`config.mk`:
```
export PLATFORM = sky130hd
export DESIGN_NAME = johnson_phase_tracker
export DESIGN_NICKNAME = d
export VERILOG_FILES = /design/src/rtl/johnson_pkg.sv /design/src/rtl/johnson_phase_tracker_check.sv /design/src/rtl/johnson_phase_tracker.sv
export SDC_FILE = /design/constraint.sdc
export NUM_CORES = 1
export LEC_CHECK = 0
export BUFFER_PORTS_ARGS = -buffer_cell sky130_fd_sc_hd__buf_2
export CAP_MARGIN = 30
export CORE_MARGIN = 4
export CORE_UTILIZATION = 25
export CTS_CLUSTER_DIAMETER = 50
export CTS_CLUSTER_SIZE = 30
export DETAILED_ROUTE_END_ITERATION = 16
export PLACE_DENSITY = 0.4
export SYNTH_ARGS = -nofsm -noshare
export SYNTH_HDL_FRONTEND = slang
export SYNTH_HIERARCHICAL = 1
export SYNTH_SLANG_ARGS = --single-unit
```
`constraint.sdc`:
```
create_clock -name clk -period 3.75 [get_ports clk]
set_input_delay 0.1875 -clock clk [delete_from_list [all_inputs] [get_ports clk]]
set_output_delay 0.1875 -clock clk [all_outputs]
set_load 0.02 [all_outputs]
```
`src/rtl/johnson_pkg.sv`:
```
// Shared types and Johnson-code helper functions. The functions take the
// code zero-extended to 32 bits plus the live width n (2 <= n <= 32).
package johnson_pkg;

  typedef enum logic {
    ACQUIRE = 1'b0,
    LOCKED  = 1'b1
  } state_e;

  localparam int MAX_N = 32;

  // Expected next code: shift left, feed back the inverted MSB.
  function automatic logic [31:0] johnson_succ(input logic [31:0] code, input int n);
    logic [31:0] mask;
    mask = (32'd1 << n) - 32'd1;
    return ((code << 1) | {31'd0, ~code[n-1]}) & mask;
  endfunction

  // Legal codes are ones right-aligned or ones left-aligned within n bits.
  function automatic logic johnson_legal(input logic [31:0] code, input int n);
    logic [31:0] mask;
    logic [31:0] low;
    logic        ok;
    mask = (32'd1 << n) - 32'd1;
    ok   = 1'b0;
    for (int k = 0; k <= MAX_N; k++) begin
      if (k <= n) begin
        low = (32'd1 << k) - 32'd1;
        if (code == low) ok = 1'b1;
        if (code == (mask & ~(mask >> k))) ok = 1'b1;
      end
    end
    return ok;
  endfunction

  // Phase index: popcount while the MSB is clear, 2n - popcount once it is set.
  function automatic logic [31:0] johnson_decode(input logic [31:0] code, input int n);
    int pop;
    pop = 0;
    for (int k = 0; k < MAX_N; k++) begin
      if (k < n) pop = pop + int'(code[k]);
    end
    if (code[n-1]) return 32'(2 * n - pop);
    return 32'(pop);
  endfunction

endpackage

```
`src/rtl/johnson_phase_tracker_check.sv`:
```
// Combinational code checker: legality, decoded phase, successor match.
import johnson_pkg::*;

module johnson_code_check #(
  parameter  int N  = 4,
  localparam int PW = $clog2(2 * N)
) (
  input  logic [N-1:0]  code_in,
  input  logic [N-1:0]  prev,
  output logic          legal,
  output logic [PW-1:0] phase,
  output logic          succ_match
);

  assign legal      = johnson_legal(32'(code_in), N);
  assign phase      = PW'(johnson_decode(32'(code_in), N));
  assign succ_match = (code_in == N'(johnson_succ(32'(prev), N)));

endmodule

```
`src/rtl/johnson_phase_tracker.sv`:
```
// Johnson phase tracker: samples the upstream Johnson code, checks legality
// and sequence, decodes the phase, tracks lock and counts errors.
//
//   state   | meaning
//   ACQUIRE | collecting clean successor transitions, not yet trusted
//   LOCKED  | LOCK_CNT clean transitions seen; stays until an error
import johnson_pkg::*;

module johnson_phase_tracker #(
  parameter  int N        = 4,
  parameter  int LOCK_CNT = 3,
  parameter  int ERR_W    = 8,
  localparam int PW       = $clog2(2 * N),
  localparam int RW       = $clog2(LOCK_CNT + 1)
) (
  input  logic             clk,
  input  logic             rst,
  input  logic [N-1:0]     code_in,
  input  logic             code_vld,
  input  logic             clr_err,
  output logic [PW-1:0]    phase,
  output logic             phase_vld,
  output logic             wrap,
  output logic             locked,
  output logic             illegal,
  output logic             seq_err,
  output logic [ERR_W-1:0] err_cnt
);

  state_e           state_q, state_d;
  logic [N-1:0]     prev_q, prev_d;
  logic             has_prev_q, has_prev_d;
  logic [RW-1:0]    run_q, run_d;
  logic [PW-1:0]    phase_q, phase_d;
  logic             phase_vld_q, phase_vld_d;
  logic             wrap_q, wrap_d;
  logic             illegal_q, illegal_d;
  logic             seq_err_q, seq_err_d;
  logic [ERR_W-1:0] err_q, err_d;
  logic             err_event;

  logic             legal_c;
  logic [PW-1:0]    phase_c;
  logic             match_c;

  johnson_code_check #(.N(N)) u_check (
    .code_in    (code_in),
    .prev       (prev_q),
    .legal      (legal_c),
    .phase      (phase_c),
    .succ_match (match_c)
  );

  // Per-sample evaluation, lock FSM next state and error counter update.
  always_comb begin
    state_d     = state_q;
    prev_d      = prev_q;
    has_prev_d  = has_prev_q;
    run_d       = run_q;
    phase_d     = phase_q;
    phase_vld_d = 1'b0;
    wrap_d      = 1'b0;
    illegal_d   = 1'b0;
    seq_err_d   = 1'b0;
    err_d       = err_q;
    err_event   = 1'b0;

    if (code_vld) begin
      if (!legal_c) begin
        // prev is kept but no longer trusted as a predecessor
        illegal_d  = 1'b1;
        has_prev_d = 1'b0;
        run_d      = '0;
        err_event  = 1'b1;
      end else begin
        phase_vld_d = 1'b1;
        phase_d     = phase_c;
        prev_d      = code_in;
        has_prev_d  = 1'b1;
        if (!has_prev_q) begin
          run_d = '0;
        end else if (match_c) begin
          if (run_q != RW'(LOCK_CNT)) run_d = run_q + 1'b1;
          wrap_d = (phase_q == PW'(2 * N - 1)) && (phase_c == '0);
        end else begin
          seq_err_d = 1'b1;
          run_d     = '0;
          err_event = 1'b1;
        end
      end
    end

    case (state_q)
      ACQUIRE: if (run_d == RW'(LOCK_CNT)) state_d = LOCKED;
      LOCKED:  if (illegal_d || seq_err_d) state_d = ACQUIRE;
      default: state_d = ACQUIRE;
    endcase

    if (clr_err) err_d = '0;
    else if (err_event && (err_q != '1)) err_d = err_q + 1'b1;
  end

  // State and output registers.
  always_ff @(posedge clk or negedge rst) begin
    if (!rst) begin
      state_q     <= ACQUIRE;
      prev_q      <= '0;
      has_prev_q  <= 1'b0;
      run_q       <= '0;
      phase_q     <= '0;
      phase_vld_q <= 1'b0;
      wrap_q      <= 1'b0;
      illegal_q   <= 1'b0;
      seq_err_q   <= 1'b0;
      err_q       <= '0;
    end else begin
      state_q     <= state_d;
      prev_q      <= prev_d;
      has_prev_q  <= has_prev_d;
      run_q       <= run_d;
      phase_q     <= phase_d;
      phase_vld_q <= phase_vld_d;
      wrap_q      <= wrap_d;
      illegal_q   <= illegal_d;
      seq_err_q   <= seq_err_d;
      err_q       <= err_d;
    end
  end

  assign phase     = phase_q;
  assign phase_vld = phase_vld_q;
  assign wrap      = wrap_q;
  assign locked    = (state_q == LOCKED);
  assign illegal   = illegal_q;
  assign seq_err   = seq_err_q;
  assign err_cnt   = err_q;

endmodule

```
* Word-level counts from Yosys, hierarchy flattened
Index checks and enable logic that the tools add are counted.
Widths: inputs -> output; s select.
** Operators by class
- Add/subtract/negate cells :: 6
- Equality and inequality tests :: 12
- Mux-type cells :: 35
- Bitwise gates (word level) :: 3
- Reduce and logical (&&, ||, !) cells :: 7
** Operators with widths (number)
- $mux 1 :: 25
- $eq 4x4->1 const B :: 4
- $mux 8 :: 2
- $mux 2 :: 5
- $add 8x1->8 const B :: 1
- $ne 8x8->1 const B :: 1
- $mux 3 :: 2
- $eq 4x1->1 const B :: 1
- $eq 4x2->1 const B :: 1
- $eq 4x3->1 const B :: 1
- $eq 4x4->1 :: 1
- $logic_not 4->1 :: 1
- $or 4x1->4 :: 1
- $add 2x1->3 :: 1
- $add 3x2->3 :: 1
- $eq 3x3->1 const B :: 1
- $logic_not 3->1 :: 1
- $sub 1x3->3 const A :: 1
- $add 1x1->2 :: 1
- $add 2x1->2 const B :: 1
- $eq 2x2->1 const B :: 1
- $logic_and 1x1->1 :: 2
- $ne 2x2->1 const B :: 1
- $not 1->1 :: 2
- 4 further kinds :: 4
** Word-level totals
- Register bits after elaboration :: 23
- Input bits :: 8
- Output and inout port bits :: 16
- Logic and storage cells :: 73

* Longest topological paths before layout
Gate-level depths: netlist of run 1.
- Word-level depth :: 14
- Mapped depth :: 12
- Depth with buffers taken out :: 11

* Hierarchy
Netlist of run 1, hierarchy kept.
** By module, submodules not included
- johnson_phase_tracker :: instances 1, cells each 92, area each 1026.0 um^2, sequential area each 575.6 um^2
- johnson_code_check :: instances 1, cells each 30, area each 260.2 um^2, sequential area each 0.0 um^2

* Worst setup path before layout of run 1
OpenSTA, ideal clock, no wires.
- Path kind :: input to register
- Start :: input code_in[3]
- End :: register phase_q[2], in the netlist phase[2]
- Setup time :: 0.125 ns
- Arrival time :: 1.969 ns
- Required time :: 3.625 ns
- Slack :: 1.656 ns
- Stages :: 11
- Path buffers :: 1
- Path through :: buf_6 inv_1 fa_1 inv_1 ha_1 ha_1 inv_1 ha_1 nand2b_1 xnor2_1 mux2_2
** On the way
- Elaborated cells between the ends (all ways) :: 22
- Those cells by class :: add/sub (2); eq/ne (7); mux (11); reduce/logical (2)
** RTL lines
- start: declaration :: RTL line johnson_phase_tracker.sv:18 : input logic [N-1:0] code_in,
- $add 3x2->3 :: RTL line johnson_pkg.sv:41 : if (k < n) pop = pop + int'(code[k]);
- $sub 1x3->3 :: RTL line johnson_pkg.sv:43 : if (code[n-1]) return 32'(2 * n - pop);
- $mux 3 :: RTL line johnson_pkg.sv:43
- $mux 3 (*) :: RTL line johnson_pkg.sv:44 : return 32'(pop);
- net phase_c[2] :: RTL line johnson_phase_tracker.sv:43 : logic [PW-1:0] phase_c;
- end signal: assignment :: RTL line johnson_phase_tracker.sv:121 : phase_q <= phase_d;
- end: declaration :: RTL line johnson_phase_tracker.sv:34 : logic [PW-1:0] phase_q, phase_d;
The timed path passes the listed nets; every way through them passes the cells marked *. The select of a mux whose other input is x is not followed.
A chain may end at the register's enable or synchronous reset.

* Worst setup path in the final report of run 1
- Start :: input code_in[0]
- End :: register wrap_q, in the netlist wrap
** On the way
- Cells in the longest elaborated chain, start to end :: 12
- Elaborated cells between the ends (all ways) :: 29
- Those cells by class :: add/sub (4); eq/ne (8); mux (14); reduce/logical (3)
** Ends and longest elaborated chain
- $add 1x1->2 (*) :: RTL line johnson_pkg.sv:41
- $add 2x1->3 (*) :: RTL line johnson_pkg.sv:41
- $add 3x2->3 (*) :: RTL line johnson_pkg.sv:41
- $sub 1x3->3 :: RTL line johnson_pkg.sv:43
- $mux 3 :: RTL line johnson_pkg.sv:43
- $mux 3 (*) :: RTL line johnson_pkg.sv:44
- net phase_c[1] :: RTL line johnson_phase_tracker.sv:43
- $logic_not 3->1 (*) :: RTL line johnson_phase_tracker.sv:84 : wrap_d = (phase_q == PW'(2 * N - 1)) && (phase_c == '0);
- $logic_and 1x1->1 (*) :: RTL line johnson_phase_tracker.sv:84
- $mux 1 (*) :: RTL line johnson_phase_tracker.sv:82 : end else if (match_c) begin
- $mux 1 (*) :: RTL line johnson_phase_tracker.sv:80 : if (!has_prev_q) begin
- $mux 1 (*) :: RTL line johnson_phase_tracker.sv:69 : if (!legal_c) begin
- $mux 1 (*) :: RTL line johnson_phase_tracker.sv:68 : if (code_vld) begin
- net wrap_d :: RTL line johnson_phase_tracker.sv:36 : logic wrap_q, wrap_d;
- end signal: assignment :: RTL line johnson_phase_tracker.sv:123 : wrap_q <= wrap_d;
- end: declaration :: RTL line johnson_phase_tracker.sv:36
Marks and branches as above.

==> results.ini, run 1 <==
[place]
io_buffer_count=23
hpwl_um=1980
routabilityCongestion=0.762

[cells_and_area]
fin_nets=165
antenna_cells=0
drive_gt1_frac=0.286
synthToLayoutAreaGrowth_pct=18.1
layout_common_cells=dfrtp_1, buf_2, inv_1, o21ai_0, ha_1
utilization=0.313

[clock_tree]
clock_path_buffers=2
clkLatencyLatePin_ps=260
cts_setup_buffers=0
clkSlewWorstSetupHoldPaths_ps=80
cts_tree=yes
post_cts_resized=0
cts_max_level=1
root_buffer=clkbuf_8
cts_made_buffers=3
holdBufCountCts=1
clock-sinks=23

[synth]
synth_cells=122
ys_warn_count=6
synth_seq_cells=23
synth_edf_count=0
ys.flop_type=dfrtp_1
syn_area_per_cell_um2=10.5
ys_seq_area_frac=0.447
async_flop_share=1.00
synth_cell_types=37
syn_area_um2=1290
syn_nets=139

[die]
start_util=0.265
die-area_um2=6360
die_h_um=79.7
die_x_um=79.7
core-area_um2=4850
num_io_pins=24
rows=25

[sta]
setup_viol=0
timing.final.hold_violations=0
finalCritPeriodShare=0.557
holdWs_ps=190
maxSlewViolCount=0
slew_headroom=0.645
finalSetupTns_ps=0
period_minus_slack_ps=2090
fmax_ghz=0.479
grt_setup_unrepaired=no
fin_skew_ps=5.89
worst_pin_slew_ps=533

[worst_setup_path]
crit_path_start_kind=input pin
arrival_ps=2250
timing.rr.end=err_cnt[6]
cp_max_fo=5
endpoint_kind=flip-flop
endpoint=wrap
rr_startpoint=prev_q[0]
reg2reg_setup_slack_ps=1840
required_ps=3910
critPathKind=input pin to flip-flop
reg2regPathDepth=6
critPathLaunch=code_in[0]

[routing]
ant_nets=0
detail_route.wirelength_um=2630
dr.pass1.iters=4
avgViaCountPerCell=4.48
drtIter0Drc=57
route.detailed.drc=0
wl_per_cell_um=12.3
vias=958

[power_and_ir_drop]
p_leak_nw=0.696
ir_drop_v=0.000242
powerDensity_nw_per_um2=394

[outcome]
status=complete, no violations

[worst_hold_path]
hold_path_class=input pin to flip-flop
worstHoldPathCells=2

[global_route]
overflow=0
antenna_found_initial=0
grt_max_degree=24
grt_pass1_vias=934
grt_pass1_wl_um=4610
track_usage=0.0908

[job]
drv_cap=0

[metal layers]
metal,global-route usage,vias to the layer above,routed length [um]
li1,-,480,-
met1,0.125,463,1290
met2,0.144,13,1230
met3,0.0248,2,101
met4,0.0152,0,15
met5,0,-,0
[kinds of logic after synthesis]
| logic type | count (synthesis) | synth area share |
|---|---|---|
| AO/OA/AOI/OAI | 24 | 0.123 |
| XOR/XNOR | 6 | 0.0409 |
| adder cells (fa/ha/maj) | 9 | 0.0934 |
| buffers and inverters | 18 | 0.0613 |
| flip-flops | 23 | 0.447 |
| multiplexers | 8 | 0.0691 |
| AND/OR/NAND/NOR | 34 | 0.165 |
[metrics by stage]
| stage | cells | cell area, um^2 | setup WS (ps) | power, mW |
|---|---|---|---|---|
| detailed placement | 209 | 1460 | 1380 | 0.453 |
| CTS | 214 | 1520 | 1630 | 0.614 |
| global placement | 209 | 1460 | 1430 | 0.451 |
| global route | 214 | 1520 | 1450 | 0.644 |
| finish | 214 | 1520 | 1660 | 0.598 |
| floorplan | 122 | 1290 | 1660 | 0.405 |
[power by group]
| group | internal, mW | switching (mW) |
|---|---|---|
| Sequential | 0.276 | 0.0210 |
| Clock | 0.0741 | 0.0786 |
| Combinational | 0.0628 | 0.0856 |
| Total | 0.413 | 0.185 |
[registers in the layout, summed over array words and instances, names as in the netlist]
name,cells
phase_vld,1
prev_q,4
locked,1
wrap,1
has_prev_q,1
illegal,1
err_cnt,8
phase,3
seq_err,1
run_q,2
[layout make-up]
type	count	area (um^2)
multi-input cells	81	632
clock inverters	1	5.00
fillers	512	3330
inverters	15	56.3
clock buffers	3	41.3
flip-flops and latches	23	576
well taps	67	83.8
repair buffers	24	125
[cells in the mapped netlist, drive strengths merged (2+ instances only)]
cell type / n / area, um^2
ha: 8 / 100
nor3: 6 / 30.0
nor2: 4 / 15.0
xnor2: 2 / 17.5
o21ai: 8 / 40.0
buf: 3 / 22.5
nand3: 4 / 25.0
a21oi: 7 / 35.0
dfrtp: 23 / 576
inv: 15 / 56.3
a211oi: 2 / 20.0
nor4: 5 / 43.8
o22ai: 2 / 12.5
mux2: 7 / 78.8
o21a: 2 / 15.0
nand2: 4 / 15.0
xor2: 4 / 35.0
nand4: 2 / 12.5
nor2b: 3 / 26.3
[worst max-delay path, stage by stage]
cell and delay, ps:
buf_2 130, inv_1 100, fa_1 540, inv_1 40, ha_1 170, ha_1 260, inv_1 40, ha_1 260
nand2_1 50, o21ai_0 90, nand4b_1 180, nor4_1 190
[how the worst min path moves through the flow]
stage                      end  slack, ps    start
finish              err_cnt[3]        190  clr_err
global route        err_cnt[3]        190  clr_err
CTS                 err_cnt[3]        180  clr_err
detailed placement     seq_err        210      rst
global placement       illegal        200      rst
floorplan           err_cnt[0]       -110      rst
Note: power is estimated with default switching activity, not from simulation.
==> run 2, diff against run 1 <==
clock period = 2.2 ns   (was 3.75 ns; I/O delays follow)
==> run 2 against run 1 <==
Clock power is 69% higher; design area is 4.0% higher; die area stayed put; via count is 5.2% higher; critical path type unchanged; critical endpoint unchanged; largest power group unchanged.
==> results.ini, run 2 (synthesis results as in run 1) <==
[cells_and_area]
largest_reg_flops=8  ; unchanged
utilization=0.326  ; +0.0124
fin_nets=173  ; +4.8%
antenna_cells=0  ; unchanged
drive_gt1_frac=0.323  ; +0.0369
synthToLayoutAreaGrowth_pct=22.8
layout_common_cells=dfrtp_1, buf_2, inv_1

[clock_tree]
holdBufCountCts=1  ; unchanged
cts_setup_buffers=0  ; unchanged
clkSlewWorstSetupHoldPaths_ps=80  ; about the same
cts_tree=yes
clkLatencyLatePin_ps=260  ; about the same
cts_made_buffers=3  ; unchanged
root_buffer=clkbuf_8
post_cts_resized=0  ; unchanged
cts_max_level=1  ; unchanged
clock_path_buffers=2  ; unchanged
clock-sinks=23  ; unchanged

[sta]
finalCritPeriodShare=0.885
fin_skew_ps=2.48  ; -3.41 ps
setup_viol=0  ; unchanged
worst_pin_slew_ps=525  ; -8.05 ps
fmax_ghz=0.514
period_minus_slack_ps=1950
setup_slack_ps=253  ; -1410 ps
grt_setup_unrepaired=no
holdWs_ps=121  ; -68.5 ps
timing.final.hold_violations=0  ; unchanged
slew_headroom=0.650  ; +0.00537
finalSetupTns_ps=0  ; unchanged
maxSlewViolCount=0  ; unchanged

[routing]
route.detailed.drc=0  ; unchanged
drtIter0Drc=54  ; -5.3%
wl_per_cell_um=12.1  ; -2.0%
vias=1008  ; +5.2%
detail_route.wirelength_um=2680  ; +1.7%
avgViaCountPerCell=4.54  ; +1.4%
dr.pass1.iters=4  ; unchanged
ant_nets=0  ; unchanged

[global_route]
grt_pass1_wl_um=4460  ; -3.3%
top_usage_layer=met2
met2_usage=0.135  ; -0.00918
grtUsageMet1=0.119  ; -0.00625
grt_pass1_vias=930  ; -0.43%
overflow=0  ; unchanged
track_usage=0.0878  ; -0.00301
grt_max_degree=24  ; unchanged
antenna_found_initial=0  ; unchanged
met3_usage=0.0282  ; +0.00339

[worst_setup_path]
cp_slowest_stage_delay_ps=540  ; about the same
critPathKind=input pin to flip-flop
crit_path_start_kind=input pin
cp_max_fo=2  ; -3
endpoint_kind=flip-flop
path_delay_family=adder cells
path_cells=buf_2 -> inv_1 -> fa_1 -> inv_1 -> ha_1 -> ha_1 -> inv_1 -> ha_1 -> nand2_1 -> o21ai_0 -> nand4b_1 -> nor4_1
required_ps=2360  ; -1550 ps
cp_num_buf_inv=4  ; unchanged
arrival_ps=2110  ; -140 ps
slowest_stage=fa_1

[job]
drv_cap=0  ; unchanged

[die]
num_io_pins=24  ; unchanged
die_x_um=79.7  ; unchanged
die_h_um=79.7  ; unchanged
die-area_um2=6360  ; unchanged
rows=25  ; unchanged
start_util=0.265  ; unchanged
core-area_um2=4850  ; unchanged

[power_and_ir_drop]
ir_drop_v=0.000347  ; +44%
finalPower_mw=1.04  ; +73%
p_leak_nw=0.736  ; +5.7%
powerDensity_nw_per_um2=656  ; +67%

[place]
routabilityCongestion=0.750  ; -1.5%
hpwl_um=2030  ; +2.5%
io_buffer_count=23  ; unchanged
place_worst_setup_slack_ps=8.01  ; -1370 ps

[worst_hold_path]
hold_path_class=input pin to flip-flop

[outcome]
status=complete, no violations

[run 2: cell count changes in the layout (fill, tap and decap cells not counted), sizes merged]
| cell | delta |
|---|---|
| buf | +8 |
[run 2: layout make-up]
class	instances	area, um^2
clock buffer	3	41.3
clock inverter	1	5.00
fill	496	3270
inverter	15	56.3
multi-input combinational	81	632
sequential	23	576
tap	67	83.8
timing repair buffer	32	185
[run 2: path summary, 6_finish.rpt]
path	cells after the start	slack, ps	startpoint	end
setup reg to reg	7	430	prev_q[0]	err_cnt[6]
hold reg to reg	2	530	locked	locked
max in group asynchronous	2	1500	rst	err_cnt[1]
min in group asynchronous	2	360	rst	prev_q[1]
hold / removal	2	120	clr_err	err_cnt[3]
setup / recovery	12	250	code_in[0]	wrap
[run 2: through the flow]
stage	instances	cell area, um^2
2_1_floorplan	122	1290
3_3_place_gp	217	1520
3_5_place_dp	217	1520
4_1_cts	222	1580
5_1_grt	222	1580
6_report	222	1580
[run 2: power by group]
group	internal [mW]	total, mW	switching, mW
Sequential	0.471	0.507	0.0359
Combinational	0.122	0.271	0.149
Clock	0.126	0.259	0.132
Total	0.719	1.04	0.317
[run 2: per-layer routing]
metal,up-vias,share of wire,wire [um]
met5,-,0,0
met2,28,0.47,1260
li1,495,-,-
met1,481,0.46,1240
met4,0,0.0093,25
met3,4,0.059,157
==> run 3, diff against run 2 <==
CELL_PAD_IN_SITES_DETAIL_PLACEMENT = 1   (was unset)
CELL_PAD_IN_SITES_GLOBAL_PLACEMENT = 1   (was unset)
CORE_MARGIN = 2   (was 4)
PLACE_DENSITY = 0.49   (was 0.4)
==> run 3 against run 2 <==
Sequential share of layout area is 0.29 points higher; largest cell class unchanged; first-iteration DRC count is 57% lower; critical path type unchanged; worst hold slack worse by 3.1 ps; highest routed layer unchanged; flip-flop and latch count stayed put; global-route usage is 2.7 points higher.
==> results.ini, run 3 (synthesis results as in run 1) <==
[outcome]
status=complete, no violations

[worst_setup_path]
cp_slowest_stage_delay_ps=530  ; about the same
required_ps=2370  ; about the same
endpoint_kind=flip-flop
reg2regPathDepth=7  ; unchanged
cp_max_fo=2  ; unchanged
arrival_ps=2080  ; -30 ps
slowest_stage=fa_1
path_cells=buf_2 -> inv_1 -> fa_1 -> inv_1 -> ha_1 -> ha_1 -> inv_1 -> ha_1 -> nand2_1 -> o21ai_0 -> nand4b_1 -> nor4_2
crit_path_start_kind=input pin
critPathKind=input pin to flip-flop

[die]
start_util=0.255  ; -0.0102
core-area_um2=5040  ; +4.0%
num_io_pins=24  ; unchanged
rows=26  ; +4.0%
die_h_um=75.7  ; -5.0%
die-area_um2=5740  ; -9.8%
die_x_um=75.7  ; -5.0%

[place]
post-place-cells=217  ; unchanged
routabilityCongestion=0.693  ; -7.6%
post_dp_cell_area_um2=1500  ; -1.2%
hpwl_um=2260  ; +11%
io_buffer_count=23  ; unchanged
place_worst_setup_slack_ps=-52.9  ; -60.9 ps

[worst_hold_path]
worstHoldPathCells=2  ; unchanged
hold_path_class=input pin to flip-flop

[cells_and_area]
layout_common_cells=dfrtp_1, buf_2, inv_1, o21ai_0, ha_1
register_area_um2=576  ; unchanged
fin_area_um2=1570  ; -0.79%
antenna_cells=0  ; unchanged
synthToLayoutAreaGrowth_pct=21.8
largest_reg_flops=8  ; unchanged
multi_input_area_um2=638  ; +0.99%
drive_gt1_frac=0.316  ; -0.00679
utilization=0.311  ; -0.0150
layoutNonFillerInstCount=222  ; unchanged
fin_nets=170  ; -1.7%
n_fill_cell=587  ; +18%

[power_and_ir_drop]
finalPower_mw=1.04  ; +0.76%
ir_drop_v=0.000276  ; -20%
p_leak_nw=0.721  ; -2.0%
powerDensity_nw_per_um2=667  ; +1.6%

[routing]
wl_per_cell_um=13.1  ; +8.3%
vias=969  ; -3.9%
route.detailed.drc=0  ; unchanged
detail_route.wirelength_um=2900  ; +8.3%
dr.pass1.iters=4  ; unchanged
ant_nets=0  ; unchanged
avgViaCountPerCell=4.36  ; -3.9%
drtIter0Drc=23  ; -57%

[clock_tree]
cts_made_buffers=3  ; unchanged
cts_tree=yes
cts_setup_buffers=0  ; unchanged
clkLatencyLatePin_ps=260  ; about the same
root_buffer=clkbuf_8
cts_max_level=1  ; unchanged
clkSlewWorstSetupHoldPaths_ps=90  ; about the same
clock-sinks=23  ; unchanged
clock_path_buffers=2  ; unchanged

[global_route]
overflow=0  ; unchanged
antenna_found_initial=0  ; unchanged
grt_pass1_vias=1015  ; +9.1%
track_usage=0.115  ; +0.0271
grt_max_degree=24  ; unchanged
grt_pass1_wl_um=4950  ; +11%

[sta]
finalSetupTns_ps=0  ; unchanged
worst_pin_slew_ps=529  ; +3.92 ps
maxSlewViolCount=0  ; unchanged
grt_setup_unrepaired=no
fin_skew_ps=3.63  ; +1.15 ps
setup_viol=0  ; unchanged
finalCritPeriodShare=0.865  ; -0.0205
holdWs_ps=118  ; -3.07 ps
slew_headroom=0.648  ; -0.00261
fmax_ghz=0.526  ; +2.4%
period_minus_slack_ps=1900  ; -45.0 ps
timing.final.hold_violations=0  ; unchanged
setup_slack_ps=298  ; +45.0 ps

[job]
drv_cap=0  ; unchanged

==> run 3: cell types whose count changed in the layout (fill, tap and decap cells not counted), sizes merged <==
| cell | before | now |
|---|---|---|
| buf | 31 | 28 |
==> run 3: cell type report <==
class	instances	share of cell area
multi-input cells	81	0.407
clock inverters	1	0.00319
well taps	70	0.0559
repair buffers	29	0.104
flip-flops and latches	23	0.367
inverters	15	0.0359
clock buffers	3	0.0264
==> run 3: worst max-delay path, delay by kind of cell <==
family / cells / cell delay (ps)
AO/OA/AOI/OAI: 1 / 100
AND/OR/NAND/NOR: 3 / 400
adder cells (fa/ha/maj): 4 / 1220
buffers and inverters: 4 / 230
==> run 3: path summary, 6_finish.rpt <==
| check | startpoint | to | slack, ps |
|---|---|---|---|
| max | code_in[0] | wrap | 300 |
| min | clr_err | err_cnt[3] | 120 |
| max reg2reg | prev_q[0] | err_cnt[6] | 410 |
| min reg2reg | prev_q[1] | prev_q[1] | 540 |
| max in group asynchronous | rst | err_cnt[0] | 1500 |
| min in group asynchronous | rst | phase[2] | 350 |
==> run 3: repair_timing <==
item                       in CTS  in global routing
setup endpoints to repair       0                  1
hold buffers                    1                  0
resized for setup               0                  1
hold endpoints to repair       23                  0
==> run 3: where the power goes <==
| part | internal (mW) | switching [mW] | total (mW) | leakage [nW] |
|---|---|---|---|---|
| clock network | 0.126 | 0.143 | 0.269 | 0.0255 |
| logic | 0.115 | 0.152 | 0.268 | 0.394 |
| registers | 0.471 | 0.0365 | 0.507 | 0.301 |
| total | 0.713 | 0.332 | 1.04 | 0.721 |
==> run 3: per-layer routing <==
metal	up-vias	track usage	wire length (um)
met5	-	0	0
met4	0	0.0409	22
met3	2	0.0212	97
met2	13	0.187	1380
met1	465	0.152	1400
li1	489	-	-
